==> config.mk <==
export PLATFORM = sky130hd
export DESIGN_NAME = spi_master_ctrl
export DESIGN_NICKNAME = d
export VERILOG_FILES = /design/src/rtl/spi_master_ctrl.sv
export SDC_FILE = /design/constraint.sdc
export NUM_CORES = 1
export LEC_CHECK = 0
export BUFFER_PORTS_ARGS = -buffer_cell sky130_fd_sc_hd__buf_2
export CAP_MARGIN = 20
export CORE_ASPECT_RATIO = 0.9
export CORE_UTILIZATION = 57
export DETAILED_ROUTE_END_ITERATION = 6
export GPL_TIMING_DRIVEN = 0
export HOLD_SLACK_MARGIN = 0.15
export PLACE_DENSITY = 0.9
export SYNTH_ARGS = -nofsm -noshare
export SYNTH_HDL_FRONTEND = slang
export SYNTH_SLANG_ARGS = --single-unit
==> constraint.sdc <==
create_clock -name clk -period 2.48 [get_ports clk]
set_input_delay 0.372 -clock clk [delete_from_list [all_inputs] [get_ports clk]]
set_output_delay 0.372 -clock clk [all_outputs]
set_load 0.03 [all_outputs]
==> src/rtl/spi_master_ctrl.sv <==
// SPI master engine: programmable SCLK divider, CPOL/CPHA modes, MSB/LSB-first
// full-duplex words and one-hot slave select behind a valid/ready host channel.
module spi_master_ctrl #(
  parameter int DATA_W = 8,
  parameter int SLAVES = 4,
  parameter int DIV_W  = 8,
  parameter int SS_W   = (SLAVES > 1) ? $clog2(SLAVES) : 1
) (
  input  logic              clk,
  input  logic              rst,
  input  logic              cfg_cpol,
  input  logic              cfg_cpha,
  input  logic              cfg_lsb_first,
  input  logic [DIV_W-1:0]  cfg_div,
  input  logic              tx_valid,
  output logic              tx_ready,
  input  logic [DATA_W-1:0] tx_data,
  input  logic [SS_W-1:0]   tx_ss,
  output logic              rx_valid,
  output logic [DATA_W-1:0] rx_data,
  output logic              busy,
  output logic              sclk,
  output logic              mosi,
  input  logic              miso,
  output logic [SLAVES-1:0] ss_n
);

  localparam int EC_W  = $clog2(2 * DATA_W + 1);
  localparam int IDX_W = $clog2(DATA_W);
  localparam logic [EC_W-1:0] LAST_EDGE = EC_W'(2 * DATA_W);

  typedef enum logic [2:0] {
    ST_IDLE  = 3'd0,
    ST_SETUP = 3'd1,
    ST_XFER  = 3'd2,
    ST_HOLD  = 3'd3,
    ST_DONE  = 3'd4
  } state_t;

  state_t             state_r, state_s;
  logic [DIV_W-1:0]   div_r, div_s, div_cnt_r, div_cnt_s;
  logic [EC_W-1:0]    edge_cnt_r, edge_cnt_s, edge_nxt_s;
  logic               cpol_r, cpol_s, cpha_r, cpha_s, lsb_r, lsb_s;
  logic [DATA_W-1:0]  data_r, data_s, rx_sh_r, rx_sh_s, rx_data_s;
  logic [SLAVES-1:0]  ss_n_s;
  logic               sclk_s, mosi_s, rx_valid_s, tx_ready_s, busy_s;
  logic               accept_s, half_end_s, last_edge_s, edge_event_s, sample_s, shift_s;

  // Position in the word of the n-th bit on the wire, for either bit order.
  function automatic logic [IDX_W-1:0] bit_pos(input logic [EC_W-1:0] idx, input logic lsb);
    logic [EC_W-1:0] p;
    if (lsb) p = idx;
    else     p = EC_W'(DATA_W - 1) - idx;
    return p[IDX_W-1:0];
  endfunction

  // Active-low one-hot select; an out-of-range index selects nobody.
  function automatic logic [SLAVES-1:0] ss_decode(input logic [SS_W-1:0] idx);
    logic [SLAVES-1:0] v;
    v = {SLAVES{1'b1}};
    for (int i = 0; i < SLAVES; i++) begin
      if (SS_W'(i) == idx) v[i] = 1'b0;
      else                 v[i] = 1'b1;
    end
    return v;
  endfunction

  assign accept_s     = tx_valid && tx_ready;
  assign half_end_s   = (div_cnt_r == div_r);
  assign last_edge_s  = (edge_cnt_r == LAST_EDGE);
  assign edge_nxt_s   = edge_cnt_r + EC_W'(1);
  // The end of SETUP produces edge 1; XFER produces the remaining edges at its boundaries.
  assign edge_event_s = half_end_s && ((state_r == ST_SETUP) || ((state_r == ST_XFER) && !last_edge_s));
  assign sample_s     = edge_event_s && (edge_nxt_s[0] ^ cpha_r);
  assign shift_s      = edge_event_s && !(edge_nxt_s[0] ^ cpha_r) && (edge_nxt_s != LAST_EDGE);

  // State register.
  always_ff @(posedge clk) begin
    if (rst) state_r <= ST_IDLE;
    else     state_r <= state_s;
  end

  // Next-state logic.
  always_comb begin
    state_s = state_r;
    case (state_r)
      ST_IDLE:  if (accept_s) state_s = ST_SETUP; else state_s = ST_IDLE;
      ST_SETUP: if (half_end_s) state_s = ST_XFER; else state_s = ST_SETUP;
      ST_XFER:  if (half_end_s && last_edge_s) state_s = ST_HOLD; else state_s = ST_XFER;
      ST_HOLD:  if (half_end_s) state_s = ST_DONE; else state_s = ST_HOLD;
      ST_DONE:  if (accept_s) state_s = ST_SETUP; else state_s = ST_IDLE;
      default:  state_s = ST_IDLE;
    endcase
  end

  // Next values of the datapath and of every registered output.
  always_comb begin
    div_cnt_s  = half_end_s ? {DIV_W{1'b0}} : div_cnt_r + DIV_W'(1);
    edge_cnt_s = edge_cnt_r;
    div_s      = div_r;
    cpol_s     = cpol_r;
    cpha_s     = cpha_r;
    lsb_s      = lsb_r;
    data_s     = data_r;
    rx_sh_s    = rx_sh_r;
    rx_data_s  = rx_data;
    sclk_s     = sclk;
    mosi_s     = mosi;
    ss_n_s     = ss_n;
    rx_valid_s = 1'b0;
    tx_ready_s = 1'b0;
    busy_s     = busy;
    case (state_r)
      ST_IDLE, ST_DONE: begin
        if (accept_s) begin
          div_s      = cfg_div;
          cpol_s     = cfg_cpol;
          cpha_s     = cfg_cpha;
          lsb_s      = cfg_lsb_first;
          data_s     = tx_data;
          rx_sh_s    = {DATA_W{1'b0}};
          div_cnt_s  = {DIV_W{1'b0}};
          edge_cnt_s = {EC_W{1'b0}};
          sclk_s     = cfg_cpol;
          mosi_s     = cfg_cpha ? 1'b0 : tx_data[bit_pos(EC_W'(0), cfg_lsb_first)];
          ss_n_s     = ss_decode(tx_ss);
          busy_s     = 1'b1;
        end else begin
          sclk_s     = cfg_cpol;
          mosi_s     = 1'b0;
          ss_n_s     = {SLAVES{1'b1}};
          busy_s     = 1'b0;
          tx_ready_s = 1'b1;
        end
      end
      ST_SETUP, ST_XFER: begin
        if (edge_event_s) begin
          sclk_s     = ~sclk;
          edge_cnt_s = edge_nxt_s;
        end else begin
          sclk_s     = sclk;
        end
        if (sample_s) rx_sh_s[bit_pos(edge_cnt_r >> 1, lsb_r)] = miso;
        else          rx_sh_s = rx_sh_r;
        if (shift_s) mosi_s = data_r[bit_pos(edge_nxt_s >> 1, lsb_r)];
        else         mosi_s = mosi;
      end
      ST_HOLD: begin
        sclk_s = cpol_r;
        if (half_end_s) begin
          ss_n_s     = {SLAVES{1'b1}};
          mosi_s     = 1'b0;
          rx_valid_s = 1'b1;
          rx_data_s  = rx_sh_r;
          tx_ready_s = 1'b1;
          busy_s     = 1'b0;
        end else begin
          busy_s     = 1'b1;
        end
      end
      default: begin
        ss_n_s = {SLAVES{1'b1}};
        busy_s = 1'b0;
      end
    endcase
  end

  // Datapath and output registers.
  always_ff @(posedge clk) begin
    if (rst) begin
      div_r      <= {DIV_W{1'b0}};
      div_cnt_r  <= {DIV_W{1'b0}};
      edge_cnt_r <= {EC_W{1'b0}};
      cpol_r     <= 1'b0;
      cpha_r     <= 1'b0;
      lsb_r      <= 1'b0;
      data_r     <= {DATA_W{1'b0}};
      rx_sh_r    <= {DATA_W{1'b0}};
      rx_data    <= {DATA_W{1'b0}};
      sclk       <= 1'b0;
      mosi       <= 1'b0;
      ss_n       <= {SLAVES{1'b1}};
      rx_valid   <= 1'b0;
      tx_ready   <= 1'b0;
      busy       <= 1'b0;
    end else begin
      div_r      <= div_s;
      div_cnt_r  <= div_cnt_s;
      edge_cnt_r <= edge_cnt_s;
      cpol_r     <= cpol_s;
      cpha_r     <= cpha_s;
      lsb_r      <= lsb_s;
      data_r     <= data_s;
      rx_sh_r    <= rx_sh_s;
      rx_data    <= rx_data_s;
      sclk       <= sclk_s;
      mosi       <= mosi_s;
      ss_n       <= ss_n_s;
      rx_valid   <= rx_valid_s;
      tx_ready   <= tx_ready_s;
      busy       <= busy_s;
    end
  end

endmodule

==> summary.md <==
| Metric | Value |
|---|---|
| EDFF count, synth | 0 |
| Power Dens Cells | 762 nW/um^2 |
| Worst hold slack | 0.260 ns |
| Hold Vio Cnt, Final | 0 |
| Clock transition at path regs | 0.07 ns |
| Most common cell in the netlist | dfxtp_1 |
| # hold bufs at CTS | 0 |
| DRT Pass-1 Iters | 4 |
| Setup bufs post-CTS | 0 |
| Synth-to-Final Area Change | 17.1% |
| Post-synth top area share | 40.7% |
| Core area | 4920 sq um |
| Yosys cell types | 55 |
| CTS tree | yes |
| Root buffer cell | clkbuf_8 |
| Global Route Usage Sum | 28.0% |
| Grt ovf | 0 |
| Area contributors post-synth | dfxtp_1 (41%), nand2_1 (7.4%), a21oi_1 (6.1%) |
| Die X | 77.9 um |
| Synth warnings | 0 |
| Via count | 2779 |
| Mapped Nets | 386 |
| Global-route wire length before repair | 11.6 mm |
| Critical Path RT | 2.69 ns |
| Ant. Diodes | 0 |
| Vias in the first global route | 2511 |
| FMAX | 422 MHz |
| Fin nets | 436 |
| Fin crit share | 95.6% |
| Worst Path Max Fanout | 10 |
| GP Congestion | 0.933 |
| Final Slew Violations | 0 |
| Synth Area per Inst | 8.24 sq um |
| Ys flop type | dfxtp_1 |
| Crit path DAT | 2.58 ns |
| Final instance area | 3460 sq um |
| Post-Syn Area | 2950 sq um |
| CTS Sinks | 60 |
| VDD IR-drop max | 0.483 mV |
| Post-synthesis register bit count | 60 |
| IO Port Bufs | 40 |
| Fin Clk Skew | 0.00622 ns |
| Rel. slew slack | 56.6% |
| Post-route minimum period | 2.37 ns |
| Standard-cell rows | 24 |
| Deepest clock path buffer count | 2 |
| Post-CTS resize count | 0 |
| Placed cell area | 3230 sq um |
| Initial antenna violation count | 0 |
| Antenna Nets Post-Route | 0 |
| CP Launch Type | flip-flop |
| Share of cells above drive strength 1 | 17.4% |
| Final setup TNS | 0 ns |
| Fraction of registers with async set/reset | 0% |
| Run status | completed |
| Worst-Skew Late Latency | 0.34 ns |
| Die Area | 5470 sq um |
| Worst-margin pin slew | 0.646 ns |
| Largest net degree at the start of global routing | 11 |
| Commonest cells post-synth | dfxtp_1 (60), nand2_1 (58), a21oi_1 (36), nor2_1 (33), clkbuf_1 (17) |
| Util after Layout | 70.2% |
| Critical path class | flip-flop to flip-flop |
| Power, Total | 2.63 mW |
| DR iter-0 viols | 222 |
| Chip height | 70.3 um |
| # IOs | 42 |
| Hold crit path type | primary input to flip-flop |
| Via/cell ratio | 5.81 |
| Final WL | 7.06 mm |
| Setup crit end kind | flip-flop |
| Register area share after synthesis | 40.7% |
| RSZ-0062 raised after global routing | false |
| Detailed placer's ending HPWL | 5.03 mm |
| Static leakage | 1.31 nW |
| Total of max-cap violations | 0 |
| Syn Inst Count | 358 |
| Post-route DRC | 0 |
| Number of H-tree levels | 3 |
| Initial Utilization | 59.9% |
| TritonCTS buffer count | 9 |
| Endpoints failing setup | 0 |
| Wire per inst | 14.8 um |
| Post-synth top area cell | dfxtp_1 |
==> report_power, final <==
part	total (mW)	internal (mW)	switching [mW]
combinational	0.603	0.206	0.396
sequential	1.07	1.02	0.0444
clock	0.965	0.588	0.377
total	2.63	1.82	0.818
==> cells by family (layout without fill, tap and decap cells) <==
family	after synthesis	in the layout	share of synthesized area, %
xor gates and xnor gates	22	22	6.53
DFF	60	60	40.7
adders and majority gates	3	3	1.27
and+or+nand+nor	152	152	25.1
AOI/OAI and AO/OA	74	74	15.9
muxes	16	16	6.02
buffers and inverters	31	86	4.49
==> path summary, 6_finish.rpt <==
| check | from | endpoint | slack [ns] | depth (start not counted) |
|---|---|---|---|---|
| setup / recovery | div_cnt_r[5] | rx_sh_r[7] | 0.11 | 7 |
| setup reg to reg | div_cnt_r[5] | rx_sh_r[7] | 0.11 | 7 |
| hold / removal | cfg_div[2] | div_r[2] | 0.26 | 3 |
| hold reg to reg | data_r[2] | data_r[2] | 0.46 | 2 |
==> routing by layer <==
metal  up-vias  GRT usage, %  share of wire [%]
li1       1360             -                  -
met1      1302          35.5                 42
met2       105          44.8                 47
met3        12          8.50                8.6
met4         0          10.1                1.5
met5         -             0                  0
==> final cells by class <==
type	instances	area [sq um]
multi-input cells	267	1630
fillers	408	1470
flip-flops and latches	60	1200
repair buffers	40	200
clock buffers	11	141
plain buffers	23	103
well taps	65	81.3
clock inverters	5	75.1
inverters	7	26.3
==> flip-flops by register name, summed over array words and instances (netlist names), 3 cells and up <==
register	flops
data_r	8
div_cnt_r	8
div_r	8
rx_data	8
rx_sh_r	8
edge_cnt_r	5
ss_n	4
state_r	3
==> metrics by stage <==
step           setup slack (ns)  cells
4_1_cts                  0.0649    479
2_1_floorplan             0.325    358
3_3_place_gp              0.140    463
6_report                  0.110    478
5_1_grt                  0.0287    478
3_5_place_dp             0.0766    463
==> critical path, stage by stage, from the launching register on <==
cell,delay (ns)
dfxtp_1,0.40
xor2_1,0.13
or4_1,0.51
buf_2,0.17
or4_4,0.53
clkbuf_8,0.19
o211ai_1,0.20
a21oi_1,0.10
==> cells in the final DEF, fill, tap and decap left out, drive strengths merged, types with 11 or more instances in the layout <==
| master | n |
|---|---|
| dfxtp | 60 |
| nand2 | 58 |
| buf | 46 |
| a21oi | 37 |
| nor2 | 33 |
| clkbuf | 28 |
| mux2i | 14 |
| xor2 | 11 |
| xnor2 | 11 |
| nand3 | 11 |
Note: power is estimated with default switching activity, not from simulation.
